$ cat config.mk
export PLATFORM = sky130hd
export DESIGN_NAME = pipeline_hazard_ctrl
export DESIGN_NICKNAME = d
export VERILOG_FILES = /design/src/rtl/pipeline_hazard_ctrl.sv
export SDC_FILE = /design/constraint.sdc
export NUM_CORES = 1
export LEC_CHECK = 0
export ABC_AREA = 1
export CAP_MARGIN = 40
export CORE_MARGIN = 8
export CORE_UTILIZATION = 37
export CTS_CLUSTER_SIZE = 10
export DETAILED_ROUTE_END_ITERATION = 8
export PLACE_DENSITY_LB_ADDON = 0.25
export SYNTH_ARGS = -nofsm -noshare
export SYNTH_HDL_FRONTEND = slang
export SYNTH_SLANG_ARGS = --single-unit
$ cat constraint.sdc
create_clock -name clk -period 4 [get_ports clk]
set_clock_uncertainty 0.1 [all_clocks]
set_input_delay 0.6 -clock clk [delete_from_list [all_inputs] [get_ports clk]]
set_output_delay 0.6 -clock clk [all_outputs]
set_load 0.03 [all_outputs]
$ cat src/rtl/pipeline_hazard_ctrl.sv
`default_nettype none
// ============================================================================
//  Module   : pipeline_hazard_ctrl
//  Purpose  : Central stall/flush sequencer for the 5-stage pipelined core.
//             Resolves, in priority order: watchdog error, data-memory wait,
//             taken branch in EX, load-use hazard between EX and ID.
//  Revision : 1.0 - initial release
// ----------------------------------------------------------------------------
//  Parameters
//    WAIT_MAX  MEM_WAIT cycles tolerated before the watchdog trips (>= 1)
//    CNT_W     width of the performance counters
//  Ports
//    clk, rst_n                  clock, asynchronous active-low reset
//    id_rs1/id_rs2, id_use_rs*   ID-stage source registers and their use flags
//    ex_rd, ex_mem_read          EX-stage destination and load flag
//    ex_branch, ex_zero          EX-stage branch and ALU zero flag
//    mem_access, dmem_ready      MEM-stage access flag and memory handshake
//    pc_we..exmem_we             pipeline-register enables
//    ifid_flush, idex_flush      flush (NOP insert) controls
//    memwb_bubble                bubble into MEM/WB while memory is waiting
//    pc_src                      select branch target
//    dmem_req                    data-memory request
//    mem_err                     sticky watchdog error
//    stall_cycles, flush_count   performance counters
//  Configuration
//    HAZARD_PERF_EN  defined   : saturating stall/flush counters are built
//                    undefined : counter ports are tied to zero
// ============================================================================
module pipeline_hazard_ctrl #(
    parameter int WAIT_MAX = 16,
    parameter int CNT_W    = 16
) (
    input  logic             clk,
    input  logic             rst_n,
    input  logic [4:0]       id_rs1,
    input  logic [4:0]       id_rs2,
    input  logic             id_use_rs1,
    input  logic             id_use_rs2,
    input  logic [4:0]       ex_rd,
    input  logic             ex_mem_read,
    input  logic             ex_branch,
    input  logic             ex_zero,
    input  logic             mem_access,
    input  logic             dmem_ready,
    output logic             pc_we,
    output logic             ifid_we,
    output logic             idex_we,
    output logic             exmem_we,
    output logic             ifid_flush,
    output logic             idex_flush,
    output logic             memwb_bubble,
    output logic             pc_src,
    output logic             dmem_req,
    output logic             mem_err,
    output logic [CNT_W-1:0] stall_cycles,
    output logic [CNT_W-1:0] flush_count
);

    localparam int WD_W = (WAIT_MAX < 1) ? 1 : $clog2(WAIT_MAX + 1);
    localparam logic [WD_W-1:0] c_WD_LAST = WD_W'(WAIT_MAX - 1);

    typedef enum logic [1:0] {
        ST_RUN  = 2'd0,
        ST_WAIT = 2'd1,
        ST_ERR  = 2'd2
    } state_t;

    state_t          state_q, state_d;
    logic [WD_W-1:0] wd_q, wd_d;

    logic w_pc_we, w_ifid_we, w_idex_we, w_exmem_we;
    logic w_ifid_flush, w_idex_flush, w_memwb_bubble, w_pc_src;
    logic w_dmem_req, w_mem_err;
    logic w_frozen, w_branch, w_load_use;

    // x0 is hard-wired zero, so a load targeting it never creates a hazard.
    assign w_load_use = ex_mem_read && (ex_rd != 5'd0) &&
                        ((id_use_rs1 && (id_rs1 == ex_rd)) ||
                         (id_use_rs2 && (id_rs2 == ex_rd)));
    assign w_branch   = ex_branch & ex_zero;

    always_comb begin
        state_d        = state_q;
        wd_d           = wd_q;
        w_pc_we        = 1'b0;
        w_ifid_we      = 1'b0;
        w_idex_we      = 1'b0;
        w_exmem_we     = 1'b0;
        w_ifid_flush   = 1'b0;
        w_idex_flush   = 1'b0;
        w_memwb_bubble = 1'b0;
        w_pc_src       = 1'b0;
        w_dmem_req     = 1'b0;
        w_mem_err      = 1'b0;
        w_frozen       = 1'b0;

        case (state_q)
            ST_RUN, ST_WAIT: begin
                // Request stays asserted for the whole wait, independent of
                // mem_access, so it is stable until the handshake completes.
                w_dmem_req = (state_q == ST_WAIT) | mem_access;
                w_frozen   = ~dmem_ready & ((state_q == ST_WAIT) | mem_access);

                if (w_frozen) begin
                    w_memwb_bubble = 1'b1;
                    if (state_q == ST_RUN) begin
                        state_d = ST_WAIT;
                        wd_d    = '0;
                    end else if (wd_q == c_WD_LAST) begin
                        state_d = ST_ERR;
                    end else begin
                        wd_d = wd_q + 1'b1;
                    end
                end else begin
                    // Release cycle out of MEM_WAIT behaves exactly like RUN.
                    state_d    = ST_RUN;
                    wd_d       = '0;
                    w_pc_we    = 1'b1;
                    w_ifid_we  = 1'b1;
                    w_idex_we  = 1'b1;
                    w_exmem_we = 1'b1;
                    if (w_branch) begin
                        // ID is squashed, so any load-use match is irrelevant.
                        w_pc_src     = 1'b1;
                        w_ifid_flush = 1'b1;
                        w_idex_flush = 1'b1;
                    end else if (w_load_use) begin
                        w_pc_we      = 1'b0;
                        w_ifid_we    = 1'b0;
                        w_idex_flush = 1'b1;
                    end
                end
            end
            default: begin
                // ERR (and the unused encoding) halt the core until reset.
                state_d   = ST_ERR;
                w_mem_err = 1'b1;
            end
        endcase
    end

    always_ff @(posedge clk or negedge rst_n) begin
        if (!rst_n) begin
            state_q <= ST_RUN;
            wd_q    <= '0;
        end else begin
            state_q <= state_d;
            wd_q    <= wd_d;
        end
    end

    // Outputs are forced low while reset is held, even though the state
    // register already sits in RUN.
    assign pc_we        = rst_n & w_pc_we;
    assign ifid_we      = rst_n & w_ifid_we;
    assign idex_we      = rst_n & w_idex_we;
    assign exmem_we     = rst_n & w_exmem_we;
    assign ifid_flush   = rst_n & w_ifid_flush;
    assign idex_flush   = rst_n & w_idex_flush;
    assign memwb_bubble = rst_n & w_memwb_bubble;
    assign pc_src       = rst_n & w_pc_src;
    assign dmem_req     = rst_n & w_dmem_req;
    assign mem_err      = rst_n & w_mem_err;

`ifdef HAZARD_PERF_EN
    logic [CNT_W-1:0] stall_q, flush_q;

    always_ff @(posedge clk or negedge rst_n) begin
        if (!rst_n) begin
            stall_q <= '0;
            flush_q <= '0;
        end else begin
            if (!w_pc_we && (state_q != ST_ERR) && (stall_q != '1)) begin
                stall_q <= stall_q + 1'b1;
            end
            if (w_idex_flush && (flush_q != '1)) begin
                flush_q <= flush_q + 1'b1;
            end
        end
    end

    assign stall_cycles = stall_q;
    assign flush_count  = flush_q;
`else
    assign stall_cycles = '0;
    assign flush_count  = '0;
`endif

endmodule
`default_nettype wire

==> summary.txt <==
Logic synthesis
  – Synth cell count leaders: nand2_1 (41), buf_4 (35), inv_1 (25)
  – Main combinational cell family by area after synthesis: buffers and inverters
  – Avg Cell Area, Syn: 6.12 µm²
  – Seq/Total Area, Yosys: 19.5%
  – Complex-gate fraction of the synthesized area: 3.20%
  – Post-Synth XOR/XNOR Area: 1.95%
  – Most common cell in the netlist: nand2_1
  – Mux cell area share after synthesis: 0%
  – #FFs+latches synth: 7
  – Post-synth EDFFs: 0
  – Cell taking the most area after synthesis: buf_4
  – Synth Flop Type: dfrtp_1
  – Top cells by area, synth: buf_4 (29%), dfrtp_1 (19%), nand2_1 (17%)
  – Yosys warns: 0
  – Cells after synthesis: 147
  – Ys async rst share: 100%
  – Netlist Area Pre-Place: 900 µm²
  – Yosys cell types: 20
  – Simple-Gate Fraction of Synth Area: 31.7%
  – Synth top area share: 29.2%
  – Post-Synth Adder-Cell Area: 2.78%

Final layout
  – Layout area overhead: 28.4%
  – Register area: 175 µm²
  – Share of cells above drive strength 1: 7.18%
  – Multi-input logic area: 477 µm²
  – Fillcell total: 264
  – Core Util, Final: 48.4%
  – Final net count: 208
  – Antenna cell count: 0

Power
  – P per Cell Area: 222 mW/mm²
  – Maximum VDD drop: 0.000168 V
  – Static leakage: 0.000691 µW

GRT
  – Vias in the first global route: 764
  – First-pass GRT wire length: 3430 µm
  – Antenna violations before repair: 0
  – Tot GR Track Use: 9.94%
  – Gr ovfl total: 0
  – Largest net degree at the start of global routing: 10

Floorplanning
  – Num rows: 18
  – Die width: 65.3 µm
  – Die span in y: 65.3 µm
  – Die ar.: 0.00427 mm²
  – Core ar.: 0.00239 mm²
  – I/O pin cnt: 66
  – Initial Util: 37.7%

Run status
  – Status: finished, final reports clean

Detailed routing
  – # DRC: 0
  – Final ANT Viol Nets: 0
  – Via/cell ratio: 3.87
  – Initial DRC count: 18
  – WL final: 2130 µm
  – DRT Pass-1 Iters: 4
  – Via count: 817
  – Drt wl/cell: 10.1 µm

Clock tree
  – Setup bufs post-CTS: 0
  – Clock Sink Count: 7
  – H-tree levels: 1
  – CTS tree: yes
  – Clk_lat worst skew: 0.26 ns
  – Number of buffers created by CTS: 3
  – Clock-pin slew on the worst setup and hold paths: 0.05 ns
  – Clock Root Buffer: clkbuf_4
  – Clock Tree Buf Depth: 2
  – Hold buffers post-CTS: 0
  – Post-cts resize count: 0

Timing
  – F_max: 0.312 GHz
  – Final Hold Viols: 0
  – Fin crit period: 3.21 ns
  – Fin crit share: 80.1%
  – Unrepaired setup endpoints after global routing: no
  – Final setup viols: 0
  – Fin. max-slew vios: 0
  – Setup_tns: 0 ns

Worst setup path
  – Crit. End Element: primary output
  – Worst path required time: 3.30 ns
  – CP cell instances: clkdlybuf4s50_1, buf_4, inv_1, nor2_1, inv_1, nor2_2, nand3_2, nand2_1, clkdlybuf4s50_1
  – Slowest library cell on the worst path: clkdlybuf4s50_1
  – Setup CP Type: in -> out
  – CP max stage delay: 0.67 ns
  – Crit path launch type: primary input
  – Crit Path Max Fanout: 9
  – Worst EP arrival: 2.51 ns

Min path
  – Worst Hold Class: reg -> reg

Placed design
  – GPL Wtd Cong: 0.883
  – Final HPWL DP: 1900 µm
  – I/O Buffers: 33

Flow run
  – Max_cap viols: 0
==> power by group <==
part           switching [µW]  total [µW]  internal [µW]
registers               0.975        73.2           72.2
logic                    78.4         118           39.3
clock network            27.4        65.6           38.2
==> layout make-up <==
type,count,area share [%]
clock buffer,4,2.28
inverter,27,8.78
multi-input combinational,109,41.3
sequential,7,15.2
tap,30,3.25
timing repair buffer,34,29.3
==> flip-flops by register name, indices dropped and copies added, names as in the netlist <==
| signal | count |
|---|---|
| wd_q | 5 |
| state_q | 2 |
==> path summary, 6_finish.rpt <==
kind	start	to	slack, ns	cells past startpoint
worst max-delay path	rst_n	ifid_we	0.79	9
worst min-delay path	wd_q[1]	wd_q[1]	0.40	2
worst max register to register	wd_q[0]	wd_q[0]	2.24	8
worst min register to register	wd_q[1]	wd_q[1]	0.40	2
max in group asynchronous	rst_n	state_q[0]	3.15	2
min in group asynchronous	rst_n	wd_q[2]	0.52	2
==> worst max-delay path, delay by kind of cell <==
kind / cells / cell delay (ns)
and+or+nand+nor: 4 / 0.49
buffers and inverters: 5 / 1.40
==> metrics by stage <==
step	instance area (µm²)	power, µW	hold WS, ns	instances	worst slack, ns
after floorplan	1020	175	0.204	178	1.52
after global placement	1130	190	0.398	207	0.822
after detailed placement	1130	191	0.395	207	0.767
after CTS	1150	259	0.406	211	0.755
after global routing	1150	274	0.447	211	0.597
final	1150	256	0.402	211	0.794
==> cells in the final DEF, fill, tap and decap left out <==
master / synthesis / layout
a21oi_1: 1 / 1
a21oi_2: 1 / 1
and3_1: 1 / 1
buf_4: 35 / 1
clkbuf_1: 0 / 1
clkbuf_4: 0 / 3
clkdlybuf4s50_1: 0 / 33
conb_1: 1 / 32
dfrtp_1: 7 / 7
ha_1: 2 / 2
inv_1: 25 / 25
inv_2: 2 / 2
nand2_1: 41 / 41
nand2_2: 2 / 2
nand3_1: 3 / 3
nand3_2: 1 / 1
nand4_1: 2 / 2
nor2_1: 15 / 15
nor2_2: 2 / 2
o21ai_0: 1 / 1
o21ai_1: 2 / 2
or2_2: 1 / 1
xor2_1: 2 / 2
==> kinds of logic after synthesis <==
group                      count (synthesis)
other                                      1
buffers and inverters                     62
and+or+nand+nor                           68
xor gates and xnor gates                   2
adders and majority gates                  2
DFF                                        7
AOI/OAI and AO/OA                          5
==> routing by layer <==
layer	global-route usage [%]	up-vias	routed length (µm)
met2	16.7	39	954
li1	-	432	-
met5	0	-	0
met1	10.8	343	896
met3	3.57	3	248
met4	4.90	0	29
Note: power is estimated with default switching activity, not from simulation.
